### config.mk
export PLATFORM = sky130hd
export DESIGN_NAME = pixel_ray_scheduler
export DESIGN_NICKNAME = d
export VERILOG_FILES = /design/src/rtl/ray_pkg.sv /design/src/rtl/ray_credit_counter.sv /design/src/rtl/pixel_ray_scheduler.sv
export SDC_FILE = /design/constraint.sdc
export NUM_CORES = 1
export LEC_CHECK = 0
export ABC_CLOCK_PERIOD_IN_PS = 2900
export BUFFER_PORTS_ARGS = -buffer_cell sky130_fd_sc_hd__buf_2
export CAP_MARGIN = 20
export CORE_UTILIZATION = 45
export CTS_BUF_LIST = sky130_fd_sc_hd__clkbuf_4 sky130_fd_sc_hd__clkbuf_8
export DETAILED_ROUTE_END_ITERATION = 16
export PLACE_DENSITY = 0.78
export SYNTH_ARGS = -nofsm -noshare
export SYNTH_HDL_FRONTEND = slang
export SYNTH_SLANG_ARGS = --single-unit
### constraint.sdc
create_clock -name clk_in -period 2.9 [get_ports clk_in]
set_input_delay 0.145 -clock clk_in [delete_from_list [all_inputs] [get_ports clk_in]]
set_output_delay 0.145 -clock clk_in [all_outputs]
set_load 0.01 [all_outputs]
### src/rtl/ray_pkg.sv
// Shared types and defaults for the pixel ray path.
//   state_t      : frame scheduler states
//   float32_t    : raw IEEE-754 single-precision word, carried but never interpreted here
//   DEF_*_PIXELS : default frame geometry, shared with eye_to_pixel
package ray_pkg;

  typedef enum logic [2:0] {
    IDLE,
    LATCH,
    SCAN,
    DRAIN,
    DONE
  } state_t;

  typedef logic [31:0] float32_t;

  localparam int DEF_H_PIXELS = 1280;
  localparam int DEF_V_PIXELS = 720;

endpackage

### src/rtl/ray_credit_counter.sv
// In-flight ray credit counter.
//   clk_in, rst_in : clock, synchronous active-high reset
//   issue          : a ray is issued this cycle (ignored when full)
//   retire         : a ray retired downstream this cycle
//   count          : rays issued but not yet retired
//   full / empty   : count == MAX_INFLIGHT / count == 0
//   err            : sticky; a retire arrived with nothing in flight
module ray_credit_counter #(
  parameter int MAX_INFLIGHT = 16,
  localparam int CW = $clog2(MAX_INFLIGHT + 1)
) (
  input  logic          clk_in,
  input  logic          rst_in,
  input  logic          issue,
  input  logic          retire,
  output logic [CW-1:0] count,
  output logic          full,
  output logic          empty,
  output logic          err
);

  logic inc;
  logic dec;

  assign full  = (count == CW'(MAX_INFLIGHT));
  assign empty = (count == '0);

  // A retire with nothing in flight is dropped (count saturates at 0), so a
  // simultaneous issue still takes its credit.
  assign inc = issue && !full;
  assign dec = retire && !empty;

  // NOTE: sequential state uses non-blocking assignments only, so every
  // register in the design sees the pre-edge values of its neighbours.
  always_ff @(posedge clk_in) begin
    if (rst_in) begin
      count <= '0;
      err   <= 1'b0;
    end else begin
      if (retire && empty) err <= 1'b1;
      case ({inc, dec})
        2'b10:   count <= count + CW'(1);
        2'b01:   count <= count - CW'(1);
        default: count <= count;
      endcase
    end
  end

endmodule

### src/rtl/pixel_ray_scheduler.sv
// Frame-level pixel issuer feeding eye_to_pixel.
// On an accepted frame_start_in it snapshots the head position, then issues
// every (x,y) of the frame once in raster order, throttled by in-flight credits.
//   clk_in, rst_in           : clock, synchronous active-high reset
//   frame_start_in           : 1-cycle frame request, honoured only when idle
//   head_{x,y,z}_in          : head position, sampled on an accepted start
//   stall_in                 : level; blocks issue while high
//   retire_in                : 1-cycle pulse returning one credit
//   x_out, y_out             : issued pixel, qualified by valid_out
//   head_{x,y,z}_float       : head position held for the whole frame
//   valid_out                : 1-cycle issue strobe
//   busy_out                 : frame in progress (LATCH through DRAIN)
//   frame_done_out           : 1-cycle pulse once the last ray has retired
//   credit_err_out           : sticky retire-underflow flag
module pixel_ray_scheduler
  import ray_pkg::*;
#(
  parameter int H_PIXELS     = DEF_H_PIXELS,
  parameter int V_PIXELS     = DEF_V_PIXELS,
  parameter int X_BITS       = 11,
  parameter int Y_BITS       = 10,
  parameter int MAX_INFLIGHT = 16
) (
  input  logic              clk_in,
  input  logic              rst_in,
  input  logic              frame_start_in,
  input  float32_t          head_x_in,
  input  float32_t          head_y_in,
  input  float32_t          head_z_in,
  input  logic              stall_in,
  input  logic              retire_in,
  output logic [X_BITS-1:0] x_out,
  output logic [Y_BITS-1:0] y_out,
  output float32_t          head_x_float,
  output float32_t          head_y_float,
  output float32_t          head_z_float,
  output logic              valid_out,
  output logic              busy_out,
  output logic              frame_done_out,
  output logic              credit_err_out
);

  localparam int CW = $clog2(MAX_INFLIGHT + 1);
  localparam logic [X_BITS-1:0] X_LAST = X_BITS'(H_PIXELS - 1);
  localparam logic [Y_BITS-1:0] Y_LAST = Y_BITS'(V_PIXELS - 1);

  state_t            state;
  state_t            state_nxt;
  logic [X_BITS-1:0] x_cnt;
  logic [Y_BITS-1:0] y_cnt;
  logic [CW-1:0]     inflight;
  logic              credit_full;
  logic              credit_empty;
  logic              issue;
  logic              last_pixel;

  // Issue decision uses the registered credit count, so a retire in the same
  // cycle never lets a full counter issue.
  assign issue      = (state == SCAN) && !stall_in && !credit_full;
  assign last_pixel = (x_cnt == X_LAST) && (y_cnt == Y_LAST);

  ray_credit_counter #(
    .MAX_INFLIGHT(MAX_INFLIGHT)
  ) u_credit (
    .clk_in (clk_in),
    .rst_in (rst_in),
    .issue  (issue),
    .retire (retire_in),
    .count  (inflight),
    .full   (credit_full),
    .empty  (credit_empty),
    .err    (credit_err_out)
  );

  // NOTE: every signal written here gets a default first, so no path through
  // the case leaves it unassigned and no latch is inferred.
  always_comb begin
    state_nxt      = state;
    busy_out       = 1'b0;
    frame_done_out = 1'b0;
    case (state)
      IDLE:  if (frame_start_in) state_nxt = LATCH;
      LATCH: begin
        busy_out  = 1'b1;
        state_nxt = SCAN;
      end
      SCAN: begin
        busy_out = 1'b1;
        if (issue && last_pixel) state_nxt = DRAIN;
      end
      DRAIN: begin
        busy_out = 1'b1;
        if (credit_empty) state_nxt = DONE;
      end
      DONE: begin
        frame_done_out = 1'b1;
        state_nxt      = IDLE;
      end
      default: state_nxt = IDLE;
    endcase
  end

  always_ff @(posedge clk_in) begin
    if (rst_in) begin
      state        <= IDLE;
      x_cnt        <= '0;
      y_cnt        <= '0;
      x_out        <= '0;
      y_out        <= '0;
      valid_out    <= 1'b0;
      head_x_float <= '0;
      head_y_float <= '0;
      head_z_float <= '0;
    end else begin
      state     <= state_nxt;
      valid_out <= issue;

      if (state == IDLE && frame_start_in) begin
        head_x_float <= head_x_in;
        head_y_float <= head_y_in;
        head_z_float <= head_z_in;
      end

      if (state == LATCH) begin
        x_cnt <= '0;
        y_cnt <= '0;
      end else if (issue) begin
        x_out <= x_cnt;
        y_out <= y_cnt;
        // y runs one past the last line after the final issue; LATCH clears it.
        if (x_cnt == X_LAST) begin
          x_cnt <= '0;
          y_cnt <= y_cnt + Y_BITS'(1);
        end else begin
          x_cnt <= x_cnt + X_BITS'(1);
        end
      end
    end
  end

  a_inflight_bound : assert property (@(posedge clk_in) disable iff (rst_in)
    inflight <= CW'(MAX_INFLIGHT));

endmodule

After elaboration in Yosys (flattened, before gate mapping). Index checks and enable logic that the tools add are counted. Widths: inputs -> output; s select.

Equality and inequality tests: 12. Add/sub/neg operators: 4. Bitwise logic cells: 1. Multiplexer cells: 8. Reduce and logical (&&, ||, !) cells: 19.

Operators by type and width (count): $pmux 3 s4 (1); $add 11x1->11 const B (1); $eq 11x11->1 const B (1); $mux 11 (1); $add 10x1->10 const B (1); $eq 10x10->1 const B (1); $pmux 5 s2 (1); $mux 3 (3); $logic_and 1x1->1 (8); $eq 3x2->1 const B (2); $add 5x1->5 const B (1); $eq 5x5->1 const B (1); $logic_not 5->1 (1); $sub 5x1->5 const B (1); $ne 2x1->1 const B (2); $reduce_and 2->1 (2); $eq 3x1->1 const B (1); $eq 3x3->1 const B (1); $logic_not 1->1 (3); $logic_not 3->1 (1); $reduce_and 3->1 (1); $reduce_or 3->1 (1); $eq 2x1->1 const B (1); $eq 2x2->1 const B (1); 5 further kinds (6).

Bits of input ports: 101. Register bits after elaboration: 148. Logic and storage cells: 55.

Depth between registers and ports, before layout.
Depth in word-level cells: 6. Gate-level depth with buffers: 14. Mapped depth without buffers: 10.

By module. Synthesis repeated with hierarchy kept, for this count alone.

Cells, all modules: 703. Area, all modules: 5667.9 µm².

By module, submodules not included: pixel_ray_scheduler (area an instance 5253.8 µm², times used 1, cells an instance 655); ray_credit_counter (area an instance 414.1 µm², times used 1, cells an instance 48).

Worst setup path after synthesis. No wires, ideal clock.

Path kind: reg2reg. Start: reg u_credit.count[1]. End: reg u_credit.count[2]. Buffers on the path: 3. Data arrival time: 3.107 ns. Cell stages (with the launch flop): 14. Setup time: 0.070 ns. Path slack: -0.278 ns. Required time: 2.830 ns. Cells stage by stage: dfxtp_1 -> clkbuf_1 -> nor4_1 -> a21oi_2 -> inv_2 -> buf_2 -> ha_1 -> clkbuf_1 -> xor2_1 -> ha_1 -> a21oi_1 -> xor2_1 -> or3_1 -> a21oi_1.

Word-level cells in the longest chain between the ends: 6. Elaborated cells between the ends (all ways): 13. Classes of those cells: 2 x add/sub; 3 x eq/ne; 1 x mux; 7 x reduce/logical.

Ends and longest elaborated chain: start: declaration (line ray_credit_counter.sv:16) `output logic [CW-1:0] count,`; start signal: assignment (line ray_credit_counter.sv:42) `2'b10: count <= count + CW'(1);`; start signal: assignment (line ray_credit_counter.sv:43) `2'b01: count <= count - CW'(1);`; start signal: assignment (line ray_credit_counter.sv:44) `default: count <= count;`; $eq 5x5->1 (line ray_credit_counter.sv:25) `assign full = (count == CW'(MAX_INFLIGHT));`; $logic_not 1->1 (line ray_credit_counter.sv:30, pixel_ray_scheduler.sv:59); $logic_and 1x1->1 (line pixel_ray_scheduler.sv:59) `assign issue = (state == SCAN) && !stall_in && !credit_full;`; $logic_and 1x1->1 (line ray_credit_counter.sv:30) `assign inc = issue && !full;`; $eq 2x1->1 / $eq 2x2->1 (equally long branches) (line ray_credit_counter.sv:41) `case ({inc, dec})`; $pmux 5 s2 / $reduce_bool 2->1 (equally long branches).

Parallel ways exist; a longest one is shown, timed or not. A chain may end at the register's enable or synchronous reset.

Worst setup path after layout.
Start: reg state[1]. End: reg u_credit.count[2].

Word-level cells in the longest chain between the ends: 6. Elaborated cells between the ends (all ways): 8. Classes of those cells: 3 x eq/ne; 1 x mux; 4 x reduce/logical.

Ends and longest elaborated chain: start: declaration (line pixel_ray_scheduler.sv:47) `state_t state;`; start signal: assignment (line pixel_ray_scheduler.sv:115) `state <= state_nxt;`; $eq 3x2->1 (*) (line pixel_ray_scheduler.sv:59); $logic_and 1x1->1 (*) (2 in series) (line pixel_ray_scheduler.sv:59); $logic_and 1x1->1 (*) (line ray_credit_counter.sv:30); $eq 2x1->1 / $eq 2x2->1 (equally long branches) (line ray_credit_counter.sv:41); $pmux 5 s2 / $reduce_bool 2->1 (equally long branches).

Mark *: on every way between the ends. The rest lies on a longest branch, timed or not.

==> flow_metrics.env <==
export IMPL_run_status="finished clean"
export IMPL_power_clock_fraction_pct=31.4
export IMPL_n_antenna_cell=0
export IMPL_reg2regPathDepth=10
export IMPL_syn_num_nets=816
export IMPL_p_leak_nw=3.58
export IMPL_critical_path_class="flop to flop"
export IMPL_synth_edff_count=0
export IMPL_dieArea_mm2=0.0130
export IMPL_insertion_delay_ns=0.45
export IMPL_hold_violations=0
export IMPL_vias_per_cell=5.16
export IMPL_syn_instance_count=709
export IMPL_met2_length_um=8760
export IMPL_p_comb_share_pct=21.4
export IMPL_stdcell_count=1187
export IMPL_worstReg2RegEnd="u_credit.count[2]"
export IMPL_routed_top_layer="met4"
export IMPL_total_power_mw=4.77
export IMPL_hold_end="state[0]"
export IMPL_cts_tree="done"
export IMPL_wl_met1_um=6810
export IMPL_cp_end_kind="flop"
export IMPL_path_max_fanout=10
export IMPL_htree_num_levels=4
export IMPL_die_w_um=114
export IMPL_hold_path_class="input port to flop"
export IMPL_cts_path_max_buffers=2
export IMPL_cts_buffers=17
export IMPL_wl_met3_um=1170
export IMPL_start_util_pct=46.5
export IMPL_cpMostUsedCell="xor2_1"
export IMPL_final_common_cell="nand2_1"
export IMPL_antenna_found_initial=0
export IMPL_core_mm2=0.0121
export IMPL_ir_worst_vdd_v=0.000346
export IMPL_io_buffers=221
export IMPL_grt_max_degree=97
export IMPL_fin_tns_setup_ns=0
export IMPL_syn_area_mm2=0.00563
export IMPL_p_per_area_mw_per_mm2=579
export IMPL_max_freq_mhz=372
export IMPL_place_congestion=0.815
export IMPL_power_switching_mw=1.44
export IMPL_clk_pin_slew_ns=0.08
export IMPL_detail_route_wl_per_cell_um=15.0
export IMPL_async_flop_share_pct=0
export IMPL_arrival_ns=3.05
export IMPL_path_cells="or4b_4 -> a21oi_4 -> inv_2 -> ha_1 -> xor2_1 -> ha_2 -> a21oi_2 -> xor2_1 -> or3_1 -> a21oi_1"
export IMPL_fin_util_pct=68.0
export IMPL_grt_remaining_overflow=0
export IMPL_antenna_left=0
export IMPL_layout_common_cells="nand2_1 (247), buf_2 (220), dfxtp_1 (148)"
export IMPL_drt_iter0_drc=617
export IMPL_rr_startpoint="state[1]"
export IMPL_grt_use_total_pct=27.3
export IMPL_grt_pass1_vias=5964
export IMPL_synth_seq_cells=148
export IMPL_place_ws_ns=0.171
export IMPL_setup_viol=0
export IMPL_hp_start="frame_start_in"
export IMPL_yosysWarnings=0
export IMPL_dr_pass1_iters=5
export IMPL_worst_slew_pin_slew_ns=0.780
export IMPL_dp_cells=1056
export IMPL_relSlewSlack_pct=48.0
export IMPL_grt_setup_unrepaired="no"
export IMPL_fin_skew_ns=0.00753
export IMPL_fin_crit_sh_pct=92.7
export IMPL_seqPwrFrac_pct=47.2
export IMPL_dr_total_vias=6129
export IMPL_min_period_ns=2.69
export IMPL_drv_slew=0
export IMPL_switching_share_pct=30.3
export IMPL_yosysSeqAreaShare_pct=52.6
export IMPL_area_growth_pct=46.2
export IMPL_nNetsFinal=1113
export IMPL_r2r_slack_ns=0.21
export IMPL_cp_slowest_cell="or4b_4"
export IMPL_drive_gt1_share_pct=26.8
export IMPL_cts_root_buf="clkbuf_8"
export IMPL_hold_depth=4
export IMPL_clock_sinks=148
export IMPL_required_ns=3.27
export IMPL_ys_types=43
export IMPL_drc=0
export IMPL_syn_area_per_cell_um2=7.94
export IMPL_dp_hpwl_um=9370
export IMPL_synth_flop_cell="dfxtp_1"
export IMPL_die_h_um=114
export IMPL_grt_first_pass_wirelength_um=27900
export IMPL_rows=40
export IMPL_io_pins=222
export IMPL_start_kind="flop"
export IMPL_setup_ws_ns=0.211
export IMPL_maxCapViolCount=0
export IMPL_slowest_delay_ns=0.54
export IMPL_internal_power_mw=3.32
export IMPL_routed_wl_um=17800
==> worst max-delay path: cells and delay by family, from the launching register on <==
| kind | cells | cell delay (ns) |
|---|---|---|
| and+or+nand+nor | 2 | 0.86 |
| adders and majority gates | 2 | 0.55 |
| DFF | 1 | 0.43 |
| xor gates and xnor gates | 2 | 0.37 |
| AOI/OAI and AO/OA | 3 | 0.34 |
| buffers and inverters | 1 | 0.06 |
==> power by group through the flow <==
stage | sequential [mW] | clock [mW] | combinational (mW)
5_1_grt | 2.27 | 1.60 | 1.11
3_3_place_gp | 2.28 | 0 | 0.843
3_5_place_dp | 2.29 | 0 | 0.854
2_1_floorplan | 2.32 | 0 | 0.515
6_report | 2.25 | 1.50 | 1.02
4_1_cts | 2.24 | 1.52 | 0.960
==> cells in the mapped netlist (all sizes together) (3+ instances only) <==
| cell | number | share of area [%] |
|---|---|---|
| a211o | 3 | 0.47 |
| a21oi | 139 | 12 |
| buf | 9 | 0.89 |
| clkbuf | 42 | 2.8 |
| dfxtp | 148 | 53 |
| ha | 6 | 1.3 |
| inv | 7 | 0.47 |
| nand2 | 247 | 16 |
| nand2b | 3 | 0.33 |
| nand3 | 8 | 0.71 |
| nand4 | 5 | 0.56 |
| nor2 | 16 | 1.1 |
| nor3 | 3 | 0.27 |
| nor4 | 4 | 0.44 |
| o21ai | 8 | 0.71 |
| o31ai | 10 | 1.3 |
| or3 | 7 | 0.78 |
| or4 | 10 | 1.3 |
| xnor2 | 5 | 0.78 |
| xor2 | 3 | 0.47 |
==> logic make-up after synthesis <==
family          Yosys count  share of synthesized area, %
fa+ha+maj                 6                          1.33
xor+xnor                  8                          1.24
compound gates          171                          16.5
simple gates            317                          24.0
flops                   148                          52.6
mux                       1                         0.178
buf+inv                  58                          4.16
==> layer usage <==
metal / GRT usage [%] / up-vias
met2: 47.1 / 294
met5: 0 / -
li1: - / 2968
met1: 28.2 / 2782
met3: 8.08 / 85
met4: 19.9 / 0
==> flip-flops by register name, indices dropped and copies added (netlist names), 3 cells and up <==
signal,cells
y_cnt,10
head_z_float,32
head_y_float,32
x_out,11
u_credit.count,5
head_x_float,32
x_cnt,11
y_out,10
state,3
==> how the worst max path moves through the flow <==
stage | start | to | slack [ns]
after floorplan | state[2] | u_credit.count[4] | 0.0007
after global placement | u_credit.count[1] | u_credit.count[4] | 0.27
after detailed placement | state[0] | u_credit.count[2] | 0.17
after CTS | u_credit.count[1] | u_credit.count[2] | 0.15
after global routing | state[1] | u_credit.count[2] | 0.04
final | state[1] | u_credit.count[2] | 0.21
==> stage by stage <==
step                      hold WS, ns  area [um2]
after CTS                      0.0846        8210
after global routing            0.127        8230
after global placement          0.385        6870
after floorplan                 0.281        5670
after detailed placement        0.391        6870
final                           0.105        8230
==> repair_timing <==
action | in CTS | in global routing
endpoints found under the setup margin | 0 | 2
endpoints found under the hold margin | 97 | 0
buffers inserted | 0 | 2
hold buffers | 97 | 0
resized for setup | 0 | 1
==> final cells by class <==
class / count / area, um2
fill: 918 / 3880
timing repair buffer: 329 / 2190
sequential: 148 / 2960
multi-input combinational: 503 / 2480
clock buffer: 19 / 262
tap: 168 / 210
clock inverter: 13 / 109
inverter: 7 / 26.3
No activity file was read; power rests on OpenSTA's default activity.
